## config.mk

```make
export PLATFORM = sky130hd
export DESIGN_NAME = multicycle_control_fsm
export DESIGN_NICKNAME = d
export VERILOG_FILES = /design/src/rtl/multicycle_control_fsm.sv
export SDC_FILE = /design/constraint.sdc
export NUM_CORES = 1
export LEC_CHECK = 0
export BUFFER_PORTS_ARGS = -buffer_cell sky130_fd_sc_hd__buf_2
export CORE_MARGIN = 5
export CORE_UTILIZATION = 51
export DETAILED_ROUTE_END_ITERATION = 16
export HOLD_SLACK_MARGIN = 0.1
export MAX_ROUTING_LAYER = met4
export PLACE_DENSITY = 0.83
export SLEW_MARGIN = 10
export SYNTH_ARGS = -nofsm -noshare
export SYNTH_HDL_FRONTEND = slang
export SYNTH_SLANG_ARGS = --single-unit
```

## constraint.sdc

```tcl
create_clock -name clk -period 5.2 [get_ports clk]
set_input_delay 1.04 -clock clk [delete_from_list [all_inputs] [get_ports clk]]
set_output_delay 1.04 -clock clk [all_outputs]
set_load 0.1 [all_outputs]
```

## src/rtl/multicycle_control_fsm.sv

```systemverilog
// Multicycle CPU control FSM: sequences fetch/decode/execute/memory/writeback on a shared datapath.
// Optional build macro MULDIV_WAIT_EN adds the MDWAIT state that holds EXEC until AluDone.
module multicycle_control_fsm #(
    parameter int unsigned STATE_W    = 4,
    parameter int unsigned MEM_TO_MAX = 15
) (
    input  logic               clk,
    input  logic               rst,
    input  logic [5:0]         Opcode,
    input  logic               MemReady,
    input  logic               AluDone,
    output logic               PCWrite,
    output logic               PCWriteCond,
    output logic               IorD,
    output logic               MemRead,
    output logic               MemToWrite,
    output logic               IRWrite,
    output logic               MemToReg,
    output logic               RegisterWrite,
    output logic               RegDst,
    output logic               ALUSrcA,
    output logic [1:0]         ALUSrcB,
    output logic [2:0]         ALUOp,
    output logic [1:0]         PCSource,
    output logic               IllegalOp,
    output logic               MemTimeout,
    output logic [STATE_W-1:0] State
);

    typedef enum logic [3:0] {
        S_RESET  = 4'd0,
        S_FETCH  = 4'd1,
        S_DECODE = 4'd2,
        S_MADDR  = 4'd3,
        S_MREAD  = 4'd4,
        S_MWB    = 4'd5,
        S_MWRITE = 4'd6,
        S_EXEC   = 4'd7,
        S_RWB    = 4'd8,
        S_BRANCH = 4'd9,
        S_JUMP   = 4'd10,
        S_IEXEC  = 4'd11,
        S_IWB    = 4'd12,
        S_MDWAIT = 4'd13
    } state_t;

    localparam logic [5:0] OP_R    = 6'b000000;
    localparam logic [5:0] OP_MUL  = 6'b011100;
    localparam logic [5:0] OP_LW   = 6'b100011;
    localparam logic [5:0] OP_SW   = 6'b101011;
    localparam logic [5:0] OP_BEQ  = 6'b000100;
    localparam logic [5:0] OP_ADDI = 6'b001000;
    localparam logic [5:0] OP_J    = 6'b000010;

    state_t     state;
    state_t     next_state;
    logic [3:0] wait_cnt;
    logic       mem_wait;
    logic       timeout_hit;

    assign mem_wait    = (state == S_FETCH) || (state == S_MREAD) || (state == S_MWRITE);
    // Timeout wins over a late MemReady: once the budget is spent the access is abandoned.
    assign timeout_hit = (MEM_TO_MAX != 0) && mem_wait && (wait_cnt == 4'(MEM_TO_MAX));
    assign State       = STATE_W'(state);

`ifndef MULDIV_WAIT_EN
    logic unused_aludone;
    assign unused_aludone = AluDone;
`endif

    always_ff @(posedge clk) begin
        if (rst) begin
            state    <= S_RESET;
            wait_cnt <= '0;
        end else begin
            state <= next_state;
            if (!mem_wait || timeout_hit || next_state != state) begin
                wait_cnt <= '0;
            end else if (!MemReady && wait_cnt != '1) begin
                wait_cnt <= wait_cnt + 4'd1;
            end
        end
    end

    always_comb begin
        next_state    = state;
        PCWrite       = 1'b0;
        PCWriteCond   = 1'b0;
        IorD          = 1'b0;
        MemRead       = 1'b0;
        MemToWrite    = 1'b0;
        IRWrite       = 1'b0;
        MemToReg      = 1'b0;
        RegisterWrite = 1'b0;
        RegDst        = 1'b0;
        ALUSrcA       = 1'b0;
        ALUSrcB       = 2'b00;
        ALUOp         = 3'b000;
        PCSource      = 2'b00;
        IllegalOp     = 1'b0;
        MemTimeout    = 1'b0;

        case (state)
            S_RESET: next_state = S_FETCH;
            S_FETCH: begin
                MemRead = 1'b1;
                ALUSrcB = 2'b01;
                if (timeout_hit) begin
                    MemTimeout = 1'b1;
                    next_state = S_FETCH;
                end else if (MemReady) begin
                    IRWrite    = 1'b1;
                    PCWrite    = 1'b1;
                    next_state = S_DECODE;
                end
            end
            S_DECODE: begin
                ALUSrcB = 2'b11;
                case (Opcode)
                    OP_R, OP_MUL:  next_state = S_EXEC;
                    OP_LW, OP_SW:  next_state = S_MADDR;
                    OP_BEQ:        next_state = S_BRANCH;
                    OP_ADDI:       next_state = S_IEXEC;
                    OP_J:          next_state = S_JUMP;
                    default: begin
                        IllegalOp  = 1'b1;
                        next_state = S_FETCH;
                    end
                endcase
            end
            S_MADDR: begin
                ALUSrcA    = 1'b1;
                ALUSrcB    = 2'b10;
                next_state = (Opcode == OP_LW) ? S_MREAD : S_MWRITE;
            end
            S_MREAD: begin
                MemRead = 1'b1;
                IorD    = 1'b1;
                if (timeout_hit) begin
                    MemTimeout = 1'b1;
                    next_state = S_FETCH;
                end else if (MemReady) begin
                    next_state = S_MWB;
                end
            end
            S_MWB: begin
                RegisterWrite = 1'b1;
                MemToReg      = 1'b1;
                next_state    = S_FETCH;
            end
            S_MWRITE: begin
                MemToWrite = 1'b1;
                IorD       = 1'b1;
                if (timeout_hit) begin
                    MemTimeout = 1'b1;
                    next_state = S_FETCH;
                end else if (MemReady) begin
                    next_state = S_FETCH;
                end
            end
            S_EXEC: begin
                ALUSrcA    = 1'b1;
                ALUOp      = 3'b010;
`ifdef MULDIV_WAIT_EN
                next_state = (Opcode == OP_MUL || Opcode == OP_R) ? S_MDWAIT : S_RWB;
`else
                next_state = S_RWB;
`endif
            end
`ifdef MULDIV_WAIT_EN
            S_MDWAIT: begin
                ALUSrcA = 1'b1;
                ALUOp   = 3'b010;
                if (AluDone) begin
                    next_state = S_RWB;
                end
            end
`endif
            S_RWB: begin
                RegisterWrite = 1'b1;
                RegDst        = 1'b1;
                next_state    = S_FETCH;
            end
            S_BRANCH: begin
                ALUSrcA     = 1'b1;
                ALUOp       = 3'b001;
                PCWriteCond = 1'b1;
                PCSource    = 2'b01;
                next_state  = S_FETCH;
            end
            S_JUMP: begin
                PCWrite    = 1'b1;
                PCSource   = 2'b10;
                next_state = S_FETCH;
            end
            S_IEXEC: begin
                ALUSrcA    = 1'b1;
                ALUSrcB    = 2'b10;
                next_state = S_IWB;
            end
            S_IWB: begin
                RegisterWrite = 1'b1;
                next_state    = S_FETCH;
            end
            default: next_state = S_RESET;
        endcase
    end

endmodule

```

==> metrics.md, run 1 <==
| Metric | Value |
|---|---|
| Run status | `finished clean` |
| Row cnt | `14` |
| Seq cells post-synth | `8` |
| Initial antenna violation count | `0` |
| Syn Nets | `around 120` |
| Vias in the first global route | `820` |
| Largest net degree at the start of global routing | `20` |
| CP arrival | `approximately 2.3 ns` |
| DRT iter0 DRCs | `32` |
| Yosys top cell by area | `dfxtp_1` |
| Routed Antenna Nets | `0` |
| CTS Buffer Depth | `2` |
| Yosys warns | `0` |
| Via density | `6.03` |
| Clock tree sinks | `8` |
| # resized after CTS | `0` |
| Die Y | `50.5 microns` |
| Clock Latency Late Sink | `0.26 ns` |
| Top_reg_cell synth | `dfxtp_1` |
| Number of buffers created by CTS | `3` |
| Final nets | `148` |
| Core area | `1540 sq um` |
| Main area contributors after synthesis | `dfxtp_1 (19%), nor2_1 (5.8%), a21oi_1 (4.8%)` |
| Critical Path Source | `MemReady` |
| Hold path startpoint | `wait_cnt[1]$_SDFFE_PP0P_` |
| Synth cell count leaders | `nor2_1 (13), a21oi_1 (8), dfxtp_1 (8), nand2_1 (7), nor3_1 (7)` |
| Critical path peak fanout | `7` |
| Die area | `2550 sq um` |
| Starting Density | `a little over half` |
| Period utilisation layout | `64.5%` |
| Reg clk slew, reported paths | `0.05 ns` |
| Number of I/O pins | `33` |
| Congestion Overflow GR | `0` |
| Final clock skew | `0.00806 ns` |
| Slew @ Worst Pin | `0.565 ns` |
| Max-cap violations | `0` |
| Critical Path Source Type | `input pin` |
| Most common cell in the netlist | `nor2_1` |
| Final hold violations | `0` |
| Number of synthesized flops with an enable pin | `0` |
| # DRC | `0` |
| Share of the synthesized area in the top cell type | `19.1%` |
| GPL Wtd Cong | `between 0.8 and 0.9` |
| CP Capture Type | `primary output` |
| Area grow syn2layout | `17.0%` |
| Half-perimeter wire length after placement | `1.57 mm` |
| Register area share after synthesis | `19.1%` |
| Clock root buffer | `clkbuf_4` |
| Max Clock Freq | `298 MHz` |
| CTS tree | `done` |
| Cell Pwr Density | `244 nW/um^2` |
| Setup TNS | `0 ns` |
| Crit Path Category | `input pin to primary output` |
| Ant diodes | `0` |
| Mapped Cells | `110` |
| Port buffer count | `30` |
| Slew Limit Fails | `0` |
| # hold bufs at CTS | `0` |
| Layout cells sized above 1 | `around 30%` |
| Slew headroom | `62.3%` |
| Area occupied by multi-input gates | `621 sq um` |
| Syn Area/Cell | `around 7.6 sq um` |
| RSZ-0062 raised after global routing | `false` |
| DR pass1 iterations | `4` |
| Async set or reset register ratio after synthesis | `0%` |
| Tmin final | `about 3.4 ns` |
| Register area | `about 160 sq um` |
| Synth unique cells | `50` |
| Die X | `50.5 microns` |
| Total Routed Length | `around 2.1 mm` |
| H-tree depth | `1` |
| Post-layout util | `63.6%` |
| Synth Cell Area | `roughly 840 sq um` |
| Wire per inst | `about 14 microns` |
| CP required | `approximately 4.2 ns` |
| Postcts setup bufs | `0` |
| GRT Total Usage | `between 15 and 20%` |
| HP Class | `flop to flop` |
| Static Leak | `approximately 0.45 nW` |
| Setup violations, final | `0` |
| FF-to-FF Start | `State[0]$_SDFF_PP0_` |
| Max IR drop VDD | `0.150 mV` |
| Global-route wire length before repair | `3.48 mm` |
| Filler Cell Count | `144` |
| Vias | `a little over 900` |
==> cell families (layout without fill, tap and decap cells) <==
logic type | Yosys count | after routing | synth area share (%)
AO/OA/AOI/OAI | 26 | 26 | 23.7
other | 1 | 1 | 0.447
buffers and inverters | 10 | 35 | 6.86
multiplexers | 1 | 1 | 1.19
AND/OR/NAND/NOR | 60 | 60 | 44.0
flip-flops | 8 | 8 | 19.1
adder cells (fa/ha/maj) | 1 | 1 | 1.49
XOR/XNOR | 3 | 3 | 3.13
==> cells in the final DEF, fill, tap and decap left out, drive strengths merged, types with 2 or more instances in the layout <==
cell / instances
buf: 30
nor2: 13
dfxtp: 8
a21oi: 8
nor3: 7
nand2: 7
nand2b: 6
nor2b: 4
or3: 4
clkbuf: 3
nor4: 3
xnor2: 2
or2: 2
o21ai: 2
and4: 2
o211ai: 2
nand3b: 2
inv: 2
==> final timing paths <==
path                              endpoint  slack (ns)  cells after the start
setup / recovery                   PCWrite        1.85                      6
hold / removal    wait_cnt[1]$_SDFFE_PP0P_        0.55                      2
setup reg to reg  wait_cnt[3]$_SDFFE_PP0P_        3.33                      4
hold reg to reg   wait_cnt[1]$_SDFFE_PP0P_        0.55                      2
==> state kept, by name, indices dropped and copies added, names as in the netlist <==
register and count:
State 4, wait_cnt 4
==> metal layers <==
| metal | wire, microns | track usage, % | vias up |
|---|---|---|---|
| li1 | - | - | 459 |
| met1 | 951 | 21.6 | 417 |
| met2 | 960 | 28.3 | 33 |
| met3 | 178 | 5.33 | 2 |
| met4 | 4 | 1.70 | 0 |
| met5 | 0 | - | - |
==> critical path: stages <==
cell and delay [ns]:
buf_2 0.16, inv_2 0.07, nor4_1 0.34, and2_1 0.20
or2_1 0.09, buf_2 0.41
==> where the power goes <==
group          internal [mW]  switching, mW
Sequential            0.0636        0.00910
Combinational         0.0253         0.0924
Clock                 0.0265         0.0226
==> cell type report <==
cell class | count | share of cell area [%]
multi-input combinational | 92 | 63.3
sequential | 8 | 16.3
timing repair buffer | 30 | 15.3
clock buffer | 3 | 2.30
tap | 16 | 2.04
inverter | 2 | 0.765
==> metrics by stage <==
stage                     cells  area (sq um)  power (mW)  worst slack [ns]  hold WS, ns
final                       151           981       0.240              1.85        0.549
after global routing        151           981       0.251              1.76        0.611
after CTS                   151           981       0.240              1.86        0.555
after detailed placement    148           958       0.191              1.87        0.543
after global placement      148           958       0.190              1.89        0.526
after floorplan             110           838       0.171             0.467        0.510
No activity file was read; power rests on OpenSTA's default activity.
==> inputs of run 2 (changes only) <==
Settings changed: CORE_UTILIZATION 51 to 43, PLACE_DENSITY 0.83 to 0.75.
Clock period 5.2 ns to 2.8 ns, I/O delays scaled along.
==> run 2 against run 1 <==
Sequential share of layout area decreased by 1.1 points. Largest cell class unchanged. Die area grew 15%. Wire length rose by 2.7%. Non-clock buffer count unchanged. Power rose by 92%. Sequential power grew 91%. Utilization shrank 6.7 points. Clock power rose by 84%. Critical path depth unchanged. Final cell count is 7.3% higher. Flip-flop and latch count did not move. Critical path type is now flop to primary output.
==> metrics.md, run 2 (synthesis gave the netlist of run 1 again) <==
| Metric | Value |
|---|---|
| Clock Latency Late Sink | `0.26 ns` |
| Switching power | `between 0.2 and 0.25 mW` |
| Die X | `around 54 microns` |
| Initial antenna violation count | `0` |
| CTS tree | `done` |
| Congestion Overflow GR | `0` |
| Setup violations, final | `0` |
| # hold bufs at CTS | `0` |
| Cell Pwr Density | `425 nW/um^2` |
| # DRC | `0` |
| Final hold violations | `0` |
| Clock share of power | `between 10% and 20%` |
| Row cnt | `16` |
| Clock root buffer | `clkbuf_4` |
| Tmin final | `2.62 ns` |
| DRT iter0 DRCs | `18` |
| Hold WS | `0.541 ns` |
| P_int | `0.221 mW` |
| Total Routed Length | `2.15 mm` |
| Die Y | `54.2 microns` |
| Setup WS post-layout | `about 0.18 ns` |
| Routed Antenna Nets | `0` |
| Largest net degree at the start of global routing | `20` |
| Max Clock Freq | `between 300 and 400 MHz` |
| Period utilisation layout | `roughly 93%` |
| Switching Fraction | `51.8%` |
| Starting Density | `44.1%` |
| Critical path peak fanout | `7` |
| Sequential share of power | `30.3%` |
| Via density | `5.79` |
| # resized after CTS | `0` |
| Wire per inst | `13.3 microns` |
| Max-cap violations | `0` |
| DR pass1 iterations | `4` |
| CTS Buffer Depth | `2` |
| Static Leak | `0.453 nW` |
| Critical Path Source Type | `flop` |
| Commonest cells after routing, fill and taps aside | `buf_2 (30), nand2_1 (7), a21oi_1 (7), nor2_1 (7), nand2b_1 (6)` |
| Global-route wire length before repair | `3.59 mm` |
| Combinational share of power | `50.1%` |
| Total power | `0.460 mW` |
| Core area | `1900 sq um` |
| Port buffer count | `30` |
| RSZ-0062 raised after global routing | `false` |
| Ant diodes | `0` |
| Reg clk slew, reported paths | `0.05 ns` |
| HP Class | `input pin to flop` |
| H-tree depth | `1` |
| GRT Total Usage | `16.8%` |
| GPL Wtd Cong | `0.847` |
| CP max stage delay | `0.41 ns` |
| Post-layout util | `about 57%` |
| Slew headroom | `~67%` |
| Vias | `938` |
| Number of I/O pins | `33` |
| Design Area, Final | `1080 sq um` |
| Crit Path Category | `flop to primary output` |
| Slew Limit Fails | `0` |
| Setup Slack @ Placement | `0.359 ns` |
| Die area | `~3000 sq um` |
| Max IR drop VDD | `0.180 mV` |
| Run status | `finished clean` |
| Placed cell count | `159` |
| Setup TNS | `0 ns` |
| Commonest non-fill, non-tap cell in the layout | `buf_2` |
| Clock tree sinks | `8` |
| Slew @ Worst Pin | `0.495 ns` |
| Critical path, cell by cell | `ha_1, and3_4, nor4_1, and2_2, or2_4, buf_2` |
| Number of buffers created by CTS | `3` |
| Finished Layout Cells | `162` |
| CP arrival | `about 2 ns` |
| Postcts setup bufs | `0` |
| Slowest-stage cell, CP | `buf_2` |
| CP required | `2.24 ns` |
| Layout cells sized above 1 | `42.2%` |
| Vias in the first global route | `841` |
| CP Capture Type | `primary output` |
| Final clock skew | `0.00288 ns` |
| DP Area | `1060 sq um` |
| Final nets | `148` |
| Area grow syn2layout | `29.1%` |
| Half-perimeter wire length after placement | `1.68 mm` |
==> run 2: cell counts in the layout (fill, tap and decap cells not counted) <==
No cell type changed its count.
==> run 2: per-layer routing <==
layer / global-route usage (%) / vias up / routed length [microns]
met5: - / - / 0
met4: 8.30 / 0 / 48
met3: 1.94 / 4 / 184
met2: 27.9 / 38 / 1050
met1: 19.9 / 433 / 864
li1: - / 463 / -
==> run 2: critical path: cells and delay by family, from the launching register on <==
kind / cells / cell delay (ns)
AND/OR/NAND/NOR: 4 / 0.81
buffers and inverters: 1 / 0.41
adder cells (fa/ha/maj): 1 / 0.24
flip-flops: 1 / 0.33
==> run 2: path summary, 6_finish.rpt <==
path | from | end | depth (start not counted) | slack [ns]
max | wait_cnt[0]$_SDFFE_PP0P_ | PCWrite | 6 | 0.18
min reg2reg | wait_cnt[1]$_SDFFE_PP0P_ | wait_cnt[1]$_SDFFE_PP0P_ | 2 | 0.55
min | rst | State[2]$_SDFF_PP0_ | 2 | 0.54
max reg2reg | wait_cnt[0]$_SDFFE_PP0P_ | wait_cnt[2]$_SDFFE_PP0P_ | 5 | 1.08
==> run 2: final cells by class <==
type / count / area [sq um]
fill: 181 / 820
multi-input combinational: 92 / 703
sequential: 8 / 165
timing repair buffer: 30 / 150
tap: 27 / 33.8
clock buffer: 3 / 22.5
inverter: 2 / 7.51
==> run 2: power groups by stage <==
| stage | sequential (mW) | combinational (mW) | clock (mW) |
|---|---|---|---|
| 3_3_place_gp | 0.141 | 0.227 | 0 |
| 3_5_place_dp | 0.141 | 0.231 | 0 |
| 6_report | 0.139 | 0.230 | 0.0904 |
| 2_1_floorplan | 0.155 | 0.179 | 0 |
| 4_1_cts | 0.139 | 0.231 | 0.0933 |
| 5_1_grt | 0.142 | 0.242 | 0.102 |
